**src/rtl/mcdt_nch_if.sv**
```systemverilog
// Bus bundle for the multi-channel distributor.
// The channel side carries CH_NUM write ports and the output side carries one tagged stream.
// The slave modport is the distributor; the master modport is whoever feeds and drains it.
interface mcdt_nch_if #(
  parameter int CH_NUM     = 4,
  parameter int DW         = 32,
  parameter int FIFO_DEPTH = 32
);
  localparam int IDW = $clog2(CH_NUM);
  localparam int MW  = $clog2(FIFO_DEPTH) + 1;

  logic [CH_NUM*DW-1:0] ch_data_i;
  logic [CH_NUM-1:0]    ch_valid_i;
  logic [CH_NUM-1:0]    ch_ready_o;
  logic [CH_NUM*MW-1:0] ch_margin_o;
  logic [CH_NUM-1:0]    ch_en_i;
  logic [DW-1:0]        mcdt_data_o;
  logic                 mcdt_val_o;
  logic [IDW-1:0]       mcdt_id_o;
  logic                 mcdt_ready_i;

  modport master (
    output ch_data_i, ch_valid_i, ch_en_i, mcdt_ready_i,
    input  ch_ready_o, ch_margin_o, mcdt_data_o, mcdt_val_o, mcdt_id_o
  );

  modport slave (
    input  ch_data_i, ch_valid_i, ch_en_i, mcdt_ready_i,
    output ch_ready_o, ch_margin_o, mcdt_data_o, mcdt_val_o, mcdt_id_o
  );
endinterface

```
**src/rtl/mcdt_nch.sv**
```systemverilog
// Multi-channel data distributor.
// Each channel has its own FIFO. One arbiter drains the FIFOs into a single registered
// output slot, and the slot is tagged with the id of the source channel.
// The arbiter is fixed priority (ARB_MODE 0) or round-robin (ARB_MODE 1).
// A held output word stalls all pops until downstream accepts it.
module mcdt_nch #(
  parameter int CH_NUM     = 4,
  parameter int DW         = 32,
  parameter int FIFO_DEPTH = 32,
  parameter int ARB_MODE   = 0
) (
  input  logic       clk_i,
  input  logic       rstn_i,
  mcdt_nch_if.slave  bus
);
  localparam int IDW = $clog2(CH_NUM);
  localparam int MW  = $clog2(FIFO_DEPTH) + 1;
  localparam int AW  = $clog2(FIFO_DEPTH);

  localparam logic [MW-1:0]  DEPTH_M = MW'(FIFO_DEPTH);
  localparam logic [IDW-1:0] LAST_CH = IDW'(CH_NUM - 1);

  logic [CH_NUM-1:0]         w_elig;
  logic [CH_NUM-1:0]         w_pop;
  logic [CH_NUM-1:0]         w_push;
  logic [CH_NUM-1:0][DW-1:0] w_head;

  logic                      w_slot_free;
  logic                      w_grant_vld;
  logic [IDW-1:0]            w_grant_id;
  logic [IDW-1:0]            r_last_grant;

  logic [DW-1:0]             r_data;
  logic                      r_val;
  logic [IDW-1:0]            r_id;

  // A new word may be loaded when the slot is empty or is being taken this cycle.
  assign w_slot_free = !r_val || bus.mcdt_ready_i;

  for (genvar k = 0; k < CH_NUM; k++) begin : g_ch
    logic [DW-1:0] r_mem [FIFO_DEPTH];
    logic [AW-1:0] r_wr_ptr;
    logic [AW-1:0] r_rd_ptr;
    logic [MW-1:0] r_count;
    logic [MW-1:0] r_margin;
    logic [MW-1:0] w_count_nxt;
    logic          w_full;

    assign w_full    = (r_count == DEPTH_M);
    assign w_push[k] = bus.ch_valid_i[k] && !w_full;
    assign w_pop[k]  = w_grant_vld && (w_grant_id == IDW'(k));
    assign w_elig[k] = (r_count != '0) && bus.ch_en_i[k];
    assign w_head[k] = r_mem[r_rd_ptr];

    assign bus.ch_ready_o[k]            = !w_full;
    assign bus.ch_margin_o[k*MW +: MW]  = r_margin;

    // Occupancy after this edge. A push and a pop in the same cycle cancel out.
    always_comb begin
      w_count_nxt = r_count;
      if (w_push[k] && !w_pop[k]) begin
        w_count_nxt = r_count + MW'(1);
      end else if (!w_push[k] && w_pop[k]) begin
        w_count_nxt = r_count - MW'(1);
      end
    end

    // Storage array, written at the write pointer. The contents need no reset.
    always_ff @(posedge clk_i) begin
      if (w_push[k]) begin
        r_mem[r_wr_ptr] <= bus.ch_data_i[k*DW +: DW];
      end
    end

    // Pointers, occupancy and registered free-entry count.
    always_ff @(posedge clk_i or negedge rstn_i) begin
      if (!rstn_i) begin
        r_wr_ptr <= '0;
        r_rd_ptr <= '0;
        r_count  <= '0;
        r_margin <= DEPTH_M;
      end else begin
        if (w_push[k]) begin
          r_wr_ptr <= r_wr_ptr + AW'(1);
        end
        if (w_pop[k]) begin
          r_rd_ptr <= r_rd_ptr + AW'(1);
        end
        r_count  <= w_count_nxt;
        r_margin <= DEPTH_M - w_count_nxt;
      end
    end
  end

  // Grant selection. Each loop scans from lowest to highest priority,
  // so the last eligible hit wins and no early exit is needed.
  always_comb begin
    int v_idx;
    w_grant_vld = 1'b0;
    w_grant_id  = '0;
    v_idx       = 0;
    if (ARB_MODE == 0) begin
      for (int i = CH_NUM - 1; i >= 0; i--) begin
        if (w_elig[IDW'(i)]) begin
          w_grant_vld = 1'b1;
          w_grant_id  = IDW'(i);
        end
      end
    end else begin
      // Offsets CH_NUM down to 1 from last_grant. Offset 1 (the channel just after
      // the previous winner) therefore has the highest priority.
      for (int i = CH_NUM; i >= 1; i--) begin
        v_idx = int'(r_last_grant) + i;
        if (v_idx >= CH_NUM) begin
          v_idx = v_idx - CH_NUM;
        end
        if (w_elig[IDW'(v_idx)]) begin
          w_grant_vld = 1'b1;
          w_grant_id  = IDW'(v_idx);
        end
      end
    end
    if (!w_slot_free) begin
      w_grant_vld = 1'b0;
    end
  end

  // Round-robin history. It moves only when a grant is actually issued.
  always_ff @(posedge clk_i or negedge rstn_i) begin
    if (!rstn_i) begin
      r_last_grant <= LAST_CH;
    end else if (w_grant_vld) begin
      r_last_grant <= w_grant_id;
    end
  end

  // Output slot. It loads the winner's head word. If nothing is eligible it empties,
  // but data and id keep their last value.
  always_ff @(posedge clk_i or negedge rstn_i) begin
    if (!rstn_i) begin
      r_val  <= 1'b0;
      r_data <= '0;
      r_id   <= '0;
    end else if (w_slot_free) begin
      r_val <= w_grant_vld;
      if (w_grant_vld) begin
        r_data <= w_head[w_grant_id];
        r_id   <= w_grant_id;
      end
    end
  end

  assign bus.mcdt_data_o = r_data;
  assign bus.mcdt_val_o  = r_val;
  assign bus.mcdt_id_o   = r_id;

endmodule

```
**src/flat_wrapper.sv**
```systemverilog
// flat-port wrapper written by rule: the top's interface ports become plain ports
module mcdt_nch_flat 
#(
  parameter int CH_NUM     = 4,
  parameter int DW         = 32,
  parameter int FIFO_DEPTH = 32,
  parameter int ARB_MODE   = 0
)
  (clk_i, rstn_i, bus_ch_data_i, bus_ch_valid_i, bus_ch_en_i, bus_mcdt_ready_i, bus_ch_ready_o, bus_ch_margin_o, bus_mcdt_data_o, bus_mcdt_val_o, bus_mcdt_id_o);
  mcdt_nch_if #(.CH_NUM(CH_NUM), .DW(DW), .FIFO_DEPTH(FIFO_DEPTH)) bus_i ();
  input  logic clk_i;
  input  logic rstn_i;
  input wire logic [$bits(bus_i.ch_data_i)-1:0] bus_ch_data_i;
  input wire logic [$bits(bus_i.ch_valid_i)-1:0] bus_ch_valid_i;
  input wire logic [$bits(bus_i.ch_en_i)-1:0] bus_ch_en_i;
  input wire logic [$bits(bus_i.mcdt_ready_i)-1:0] bus_mcdt_ready_i;
  output wire logic [$bits(bus_i.ch_ready_o)-1:0] bus_ch_ready_o;
  output wire logic [$bits(bus_i.ch_margin_o)-1:0] bus_ch_margin_o;
  output wire logic [$bits(bus_i.mcdt_data_o)-1:0] bus_mcdt_data_o;
  output wire logic [$bits(bus_i.mcdt_val_o)-1:0] bus_mcdt_val_o;
  output wire logic [$bits(bus_i.mcdt_id_o)-1:0] bus_mcdt_id_o;
  assign bus_i.ch_data_i = bus_ch_data_i;
  assign bus_i.ch_valid_i = bus_ch_valid_i;
  assign bus_i.ch_en_i = bus_ch_en_i;
  assign bus_i.mcdt_ready_i = bus_mcdt_ready_i;
  assign bus_ch_ready_o = bus_i.ch_ready_o;
  assign bus_ch_margin_o = bus_i.ch_margin_o;
  assign bus_mcdt_data_o = bus_i.mcdt_data_o;
  assign bus_mcdt_val_o = bus_i.mcdt_val_o;
  assign bus_mcdt_id_o = bus_i.mcdt_id_o;
  mcdt_nch #(.CH_NUM(CH_NUM), .DW(DW), .FIFO_DEPTH(FIFO_DEPTH), .ARB_MODE(ARB_MODE)) u_core (.clk_i(clk_i), .rstn_i(rstn_i), .bus(bus_i));
endmodule
```
**config.mk**
```make
export PLATFORM = sky130hd
export DESIGN_NAME = mcdt_nch_flat
export DESIGN_NICKNAME = d
export VERILOG_FILES = /design/src/rtl/mcdt_nch_if.sv /design/src/rtl/mcdt_nch.sv /design/src/flat_wrapper.sv
export SDC_FILE = /design/constraint.sdc
export NUM_CORES = 2
export LEC_CHECK = 0
export ABC_CLOCK_PERIOD_IN_PS = 5200
export CORE_ASPECT_RATIO = 0.5
export CORE_MARGIN = 2
export CORE_UTILIZATION = 65
export CTS_BUF_LIST = sky130_fd_sc_hd__clkbuf_4
export CTS_CLUSTER_SIZE = 16
export DETAILED_ROUTE_END_ITERATION = 6
export GPL_ROUTABILITY_DRIVEN = 0
export PLACE_DENSITY = 0.83
export SLEW_MARGIN = 40
export SYNTH_ARGS = -nofsm -noshare
export SYNTH_HDL_FRONTEND = slang
export SYNTH_SLANG_ARGS = --single-unit
```
**constraint.sdc**
```tcl
create_clock -name clk_i -period 5.2 [get_ports clk_i]
set_input_delay 1.04 -clock clk_i [delete_from_list [all_inputs] [get_ports clk_i]]
set_output_delay 1.04 -clock clk_i [all_outputs]
set_load 0.02 [all_outputs]
```
## After elaboration in Yosys (flattened, before gate mapping)

Memories as Yosys holds them, arrays and structs flattened.
Cells that the tools add are included.

- Bits in latches: 0
- Word-level logic and storage cells: 110
- Output and inout port bits: 63
- Bits of input ports: 139
- Flip-flop bits (word level): 123
- Memories kept: 4
- Memory bits (read-only): 0
- Memory bits (writable): 4,096

Memory list:

| name | words | bits a word | rd ports | clocked after Yosys merged registers in | write ports | RTL line | text |
|---|---|---|---|---|---|---|---|
| u_core.g_ch[0].r_mem | 32 | 32 | 1 | 0 | 1 | mcdt_nch.sv:41 | `logic [DW-1:0] r_mem [FIFO_DEPTH];` |
| u_core.g_ch[1].r_mem | 32 | 32 | 1 | 0 | 1 | mcdt_nch.sv:41 |  |
| u_core.g_ch[2].r_mem | 32 | 32 | 1 | 0 | 1 | mcdt_nch.sv:41 |  |
| u_core.g_ch[3].r_mem | 32 | 32 | 1 | 0 | 1 | mcdt_nch.sv:41 |  |

- Equality and inequality tests: 7
- $mul: 0
- Mux-type cells: 23
- Shift operators: 0
- Magnitude comparators: 1
- Div/mod/pow operators: 0
- Reductions and logical operators: 36
- Bitwise operators: 0
- Add/subtract/negate cells: 20

Operators by type and width:

| operator | number |
|---|---|
| binary-select mux 32 bit (select 2 bit) | 1 |
| two-way mux 6 bit | 8 |
| adder 5 x 1 -> 5 bit (second input constant) | 8 |
| two-way mux 32 bit | 1 |
| adder 6 x 1 -> 6 bit (second input constant) | 4 |
| equality test 6 bit (second input constant) | 4 |
| subtractor 6 x 1 -> 6 bit (second input constant) | 4 |
| subtractor 6 bit (first input constant) | 4 |
| logical AND 1 bit | 18 |
| zero test 1 bit | 13 |
| nonzero test 6 bit | 2 |
| two-way mux 1 bit | 11 |
| equality test 2 bit (second input constant) | 2 |
| two-way mux 2 bit | 2 |
| < comparator 2 x 3 -> 1 bit (second input constant) | 1 |
| equality test 2 x 1 -> 1 bit (second input constant) | 1 |
| zero test 2 bit | 1 |
| AND reduction 2 bit | 1 |
| logical OR 1 bit | 1 |

## Logic depth before layout (Yosys ltp)

- Depth after elaboration: 10
- Gate-level depth with buffers: 12
- Gate-level depth less buffers: 11

## Worst setup path before layout

No wires, ideal clock.

- Kind: input -> register
- Start: in bus_ch_valid_i[0]
- End: mem u_core.g_ch[0].r_mem[27][0], enable pin
- Arrival: 3.180 ns
- Cell stages on the path: 4
- Required time: 4.779 ns
- Path buffers: 1
- Slack: 1.599 ns
- Library setup time: 0.421 ns
- Cells stage by stage: a21boi_1 -> nand2_1 -> clkbuf_1 -> nor2_1

- Cells in the longest elaborated chain, start to end: 3

Ends and longest elaborated chain:

| element | RTL line | text |
|---|---|---|
| from (decl) | flat_wrapper.sv:14 | `input wire logic [$bits(bus_i.ch_valid_i)-1:0] bus_ch_valid_i;` |
| logical AND 1 bit | mcdt_nch.sv:50 | `assign w_push[k] = bus.ch_valid_i[k] && !w_full;` |
| two-way mux 1 bit | mcdt_nch.sv:70 | `if (w_push[k]) begin` |
| two-way mux 1 bit (not written as such) | mcdt_nch.sv:71 | `r_mem[r_wr_ptr] <= bus.ch_data_i[k*DW +: DW];` |
| to (decl) | mcdt_nch.sv:41 |  |

Every way passes these cells.

## Worst setup path in the final report

- Start: reg u_core.g_ch[1].r_count[0]
- End: out bus_ch_ready_o[1]

- Cells in the longest elaborated chain, start to end: 2

Ends and longest elaborated chain:

| element | RTL line | text |
|---|---|---|
| from (decl) | mcdt_nch.sv:44 | `logic [MW-1:0] r_count;` |
| from (signal assigned) | mcdt_nch.sv:89 | `r_count <= w_count_nxt;` |
| equality test 6 bit | mcdt_nch.sv:49 | `assign w_full = (r_count == DEPTH_M);` |
| zero test 1 bit | mcdt_nch.sv:55 | `assign bus.ch_ready_o[k] = !w_full;` |
| to (decl) | flat_wrapper.sv:17 | `output wire logic [$bits(bus_i.ch_ready_o)-1:0] bus_ch_ready_o;` |

Every way passes these cells.

==> impl_table.tex <==
\begin{tabular}{lr}
\hline
Metric & Value \\
\hline
\multicolumn{2}{l}{\textbf{Status}} \\
Result of the run & finished, final reports clean \\
\multicolumn{2}{l}{\textbf{Clock network}} \\
Quantity of hold-fixing buffers added after cts & 1 \\
H-tree depth reported by CTS & 5 \\
Clock buffer depth & 4 \\
Total CTS buffers & 460 \\
\# resized after CTS & 0 \\
Root buffer selected by CTS & sky130\_fd\_sc\_hd\_\_clkbuf\_4 \\
CTS sink cnt & about 2100 \\
Number of setup buffers added after CTS & 0 \\
CTS tree & done \\
Skew-Pair Late Insertion Delay & approximately 1400 ps \\
Clock-pin slew on the worst setup and hold paths & about 80 ps \\
\multicolumn{2}{l}{\textbf{Worst setup path}} \\
Crit. End Element & output port \\
Slowest Stage Delay on Critical Path & $\sim$610 ps \\
Start-to-end type of the worst setup path & flip-flop to output port \\
Critical path cell sequence & inv\_1 -> ha\_1 -> nor3b\_1 -> nand2\_1 -> clkdlybuf4s50\_1 \\
FF-to-FF path depth & 7 \\
Worst setup SP type & flip-flop \\
Data required, critical path & 4160 ps \\
Crit path DAT & approximately 3500 ps \\
Critical-path cell with the highest stage delay & sky130\_fd\_sc\_hd\_\_clkdlybuf4s50\_1 \\
Largest fanout of any net on the critical path & 7 \\
\multicolumn{2}{l}{\textbf{Timing}} \\
Setup skew after layout & roughly 57 ps \\
Headroom to the max-slew limit & 36.72\% \\
Unrepaired setup endpoints after global routing & false \\
Final hold violation count & 0 \\
Worst slack on hold paths & 170.5 ps \\
Setup violations, final & 0 \\
Total negative setup slack & 0 ps \\
Min cycle time layout & 4487 ps \\
Transition time at the pin with the least slew margin & around 940 ps \\
Final Cycle Share & a little under nine tenths \\
Maximum operating frequency & about 220 MHz \\
Final-report max-slew violation count & 0 \\
\multicolumn{2}{l}{\textbf{Detailed routing}} \\
Starting DRC count in detailed routing & a little over 6000 \\
Residual antenna-violating net count after detailed routing & 0 \\
Iteration count of the initial detailed-routing pass & 6 \\
Number of vias per cell after detailed routing & 6.717 \\
Total routed wirelength & 198100 um \\
Overall via count from detail\_route & 44500 \\
Routed len/inst & $\sim$30 um \\
Count of unresolved DRC violations after routing & 0 \\
\multicolumn{2}{l}{\textbf{Min path}} \\
Class of the worst hold path & input pin to flip-flop \\
WHS Path Cells & 1 \\
\multicolumn{2}{l}{\textbf{Power}} \\
P\_leak & 0.03117 uW \\
Total power draw & between 40000 and 50000 uW \\
Power per Cell Area & between 500 and 600 nW/um\^{}2 \\
Worst IR Drop VDD & around 0.00032 V \\
\multicolumn{2}{l}{\textbf{Place}} \\
Count of buffers from port buffering & 133 \\
Detailed-placement wirelength estimate & $\sim$110000 um \\
Cell area after placement & 87520 sq um \\
\multicolumn{2}{l}{\textbf{Synthesis}} \\
Synth Flop Type & sky130\_fd\_sc\_hd\_\_edfxtp\_1 \\
Share of the synthesized area in the top cell type & around 74\% \\
Flip-flop and latch count after synthesis & between 2000 and 2500 \\
Compound-Gate Fraction of Synth Area & slightly below 4\% \\
Share of cell area taken by muxes after synthesis & between 10\% and 20\% \\
Library cell with the largest summed area after synthesis & sky130\_fd\_sc\_hd\_\_edfxtp\_1 \\
Post-synthesis instance total & 4071 \\
Area share of and/or/nand/nor cells after synthesis & between 1.5 and 2\% \\
Post-Synth XOR/XNOR Area & less than 1\% \\
Count of distinct cell types in the synthesized netlist & between 60 and 70 \\
Post-synthesis adder-cell area fraction & 0.3456\% \\
EDFF count, synth & slightly above 2000 \\
Count of yosys warnings during synthesis & 0 \\
Sequential fraction of the synthesis area & about three quarters \\
Largest family of logic cells by synthesized area & multiplexers \\
Post-Syn Nets & 4233 \\
Cell types with the largest area share after synthesis & sky130\_fd\_sc\_hd\_\_edfxtp\_1 74\%, sky130\_fd\_sc\_hd\_\_mux4\_2 9.8\%, sky130\_fd\_sc\_hd\_\_mux2i\_1 5.0\%, sky130\_fd\_sc\_hd\_\_dfrtp\_1 2.8\%, sky130\_fd\_sc\_hd\_\_a22oi\_1 1.6\% \\
Post-synthesis async set-or-reset flop share & under 10\% \\
Mapped Avg Cell Area & about 20 sq um \\
Synthesized cell area & roughly 83000 sq um \\
\multicolumn{2}{l}{\textbf{Global routing}} \\
Maximum number of pins on one net before global-route repair & 75 \\
Global-route wire length before repair & $\sim$290000 um \\
Total congestion overflow after global routing & 0 \\
Initial antenna violation count & 16 \\
Via count of the first global-routing pass & roughly 45000 \\
Gr usage total & around 30\% \\
\multicolumn{2}{l}{\textbf{Layout}} \\
Design area & between 90000 and 100000 sq um \\
Number of filler instances in the final layout & between 6000 and 7000 \\
Most frequent standard cell in the layout excluding fill and tap cells & sky130\_fd\_sc\_hd\_\_edfxtp\_1 \\
Share of post-route cells with drive strength above 1 & roughly 30\% \\
Commonest cells after routing, fill and taps aside & 2048 x sky130\_fd\_sc\_hd\_\_edfxtp\_1, 715 x sky130\_fd\_sc\_hd\_\_clkbuf\_4, 412 x sky130\_fd\_sc\_hd\_\_mux2i\_1, 364 x sky130\_fd\_sc\_hd\_\_mux4\_2, 172 x sky130\_fd\_sc\_hd\_\_a22oi\_1 \\
Area added between synthesis and finish & 12.26\% \\
NumNets Final & approximately 4700 \\
\multicolumn{2}{l}{\textbf{Floorplan}} \\
Floorplan die height & around 260 um \\
Initial standard-cell utilization of the core & about two thirds \\
Number of I/O pins & between 200 and 250 \\
Die area & between 100000 and 150000 sq um \\
X dimension of the die & $\sim$510 um \\
Area of the core & 126500 sq um \\
Site row count & 92 \\
\multicolumn{2}{l}{\textbf{Job}} \\
Max-Cap Viols & 0 \\
\hline
\end{tabular}
[layout make-up]
cell class | count | area [sq um] | area share, %
sequential | 2146 | 63990 | 68.45
inverter | 27 | 101.3 | 0.1084
antenna | 16 | 40.04 | 0.04283
clock inverter | 86 | 520.5 | 0.5568
tap | 1692 | 2117 | 2.265
multi-input combinational | 1661 | 18720 | 20.02
timing repair buffer | 281 | 2625 | 2.808
clock buffer | 715 | 5368 | 5.742
[per-layer routing]
metal  share of wire, %  vias to the layer above  wire (um)  track usage (%)
met3                 12                      474      24120            8.585
li1                   -                    18100          -                -
met4                3.2                        6       6288            11.89
met1                 36                    22700      71020            41.33
met2                 49                     3218      96540            47.73
met5              0.069                        -        136                0
[synth_stat cells, drive strengths merged (13+ instances only)]
cell type  count
xnor2         37
ha            23
mux4         364
a21oi         40
a22oi        173
mux2          42
nand3         22
nand2        115
o21ai         81
clkbuf       130
nor2          81
buf          107
a221oi        20
edfxtp      2048
mux2i        412
a211oi        23
dfrtp         94
xor2          13
a31oi         87
nor2b         26
a32oi         13
a311oi        21
inv           27
[report_power, final]
group          switching (uW)  internal, uW  total (uW)
clock                    6300          6550       12900
sequential               1100         20300       21400
combinational            8740          6220       15000
total                   16100         33100       49200
[through the flow]
stage | std cells | worst slack [ps] | util, %
6_report | 6624 | 713.4 | 73.89
5_1_grt | 6619 | 502.0 | 73.88
4_1_cts | 6601 | 662.9 | 73.85
3_5_place_dp | 5799 | 1083 | 69.18
3_3_place_gp | 5790 | 1149 | 69.22
2_1_floorplan | 4071 | 1599 | -
[cell families (layout without fill, tap and decap cells)]
| group | count (synthesis) | after routing |
|---|---|---|
| buf+inv | 264 | 1109 |
| mux | 818 | 818 |
| other cells | 2 | 18 |
| simple gates | 300 | 300 |
| xor+xnor | 50 | 50 |
| flops | 2146 | 2146 |
| fa+ha+maj | 23 | 23 |
| compound gates | 468 | 468 |
[critical path, delay by kind of cell, from the launching register on]
family / cells / cell delay (ps)
simple gates: 2 / 710
flops: 1 / 450
buf+inv: 2 / 740
fa+ha+maj: 1 / 220
[final timing paths]
path / end / slack [ps] / start
worst max-delay path: bus_ch_ready_o[1] / 710 / u_core.g_ch[1].r_count[0]
worst min-delay path: u_core.g_ch[0].r_mem[13][24] / 170 / bus_ch_data_i[24]
worst max register to register: u_core.bus.mcdt_data_o[30] / 1460 / u_core.g_ch[1].r_rd_ptr[1]
worst min register to register: u_core.bus.mcdt_data_o[11] / 490 / u_core.bus.mcdt_data_o[11]
max in group asynchronous: u_core.g_ch[0].r_rd_ptr[2] / 3920 / rstn_i
min in group asynchronous: u_core.g_ch[3].r_count[5] / 240 / rstn_i
[flip-flops by register name, summed over array words and instances, names as in the netlist]
name,count
u_core.g_ch.r_count,24
u_core.bus.mcdt_val_o,1
u_core.g_ch.r_rd_ptr,10
u_core.g_ch.r_mem,2048
u_core.bus.mcdt_data_o,32
u_core.g_ch.r_wr_ptr,10
u_core.bus.mcdt_id_o,1
u_core.g_ch.r_margin,20
Note: power is estimated with default switching activity, not from simulation.
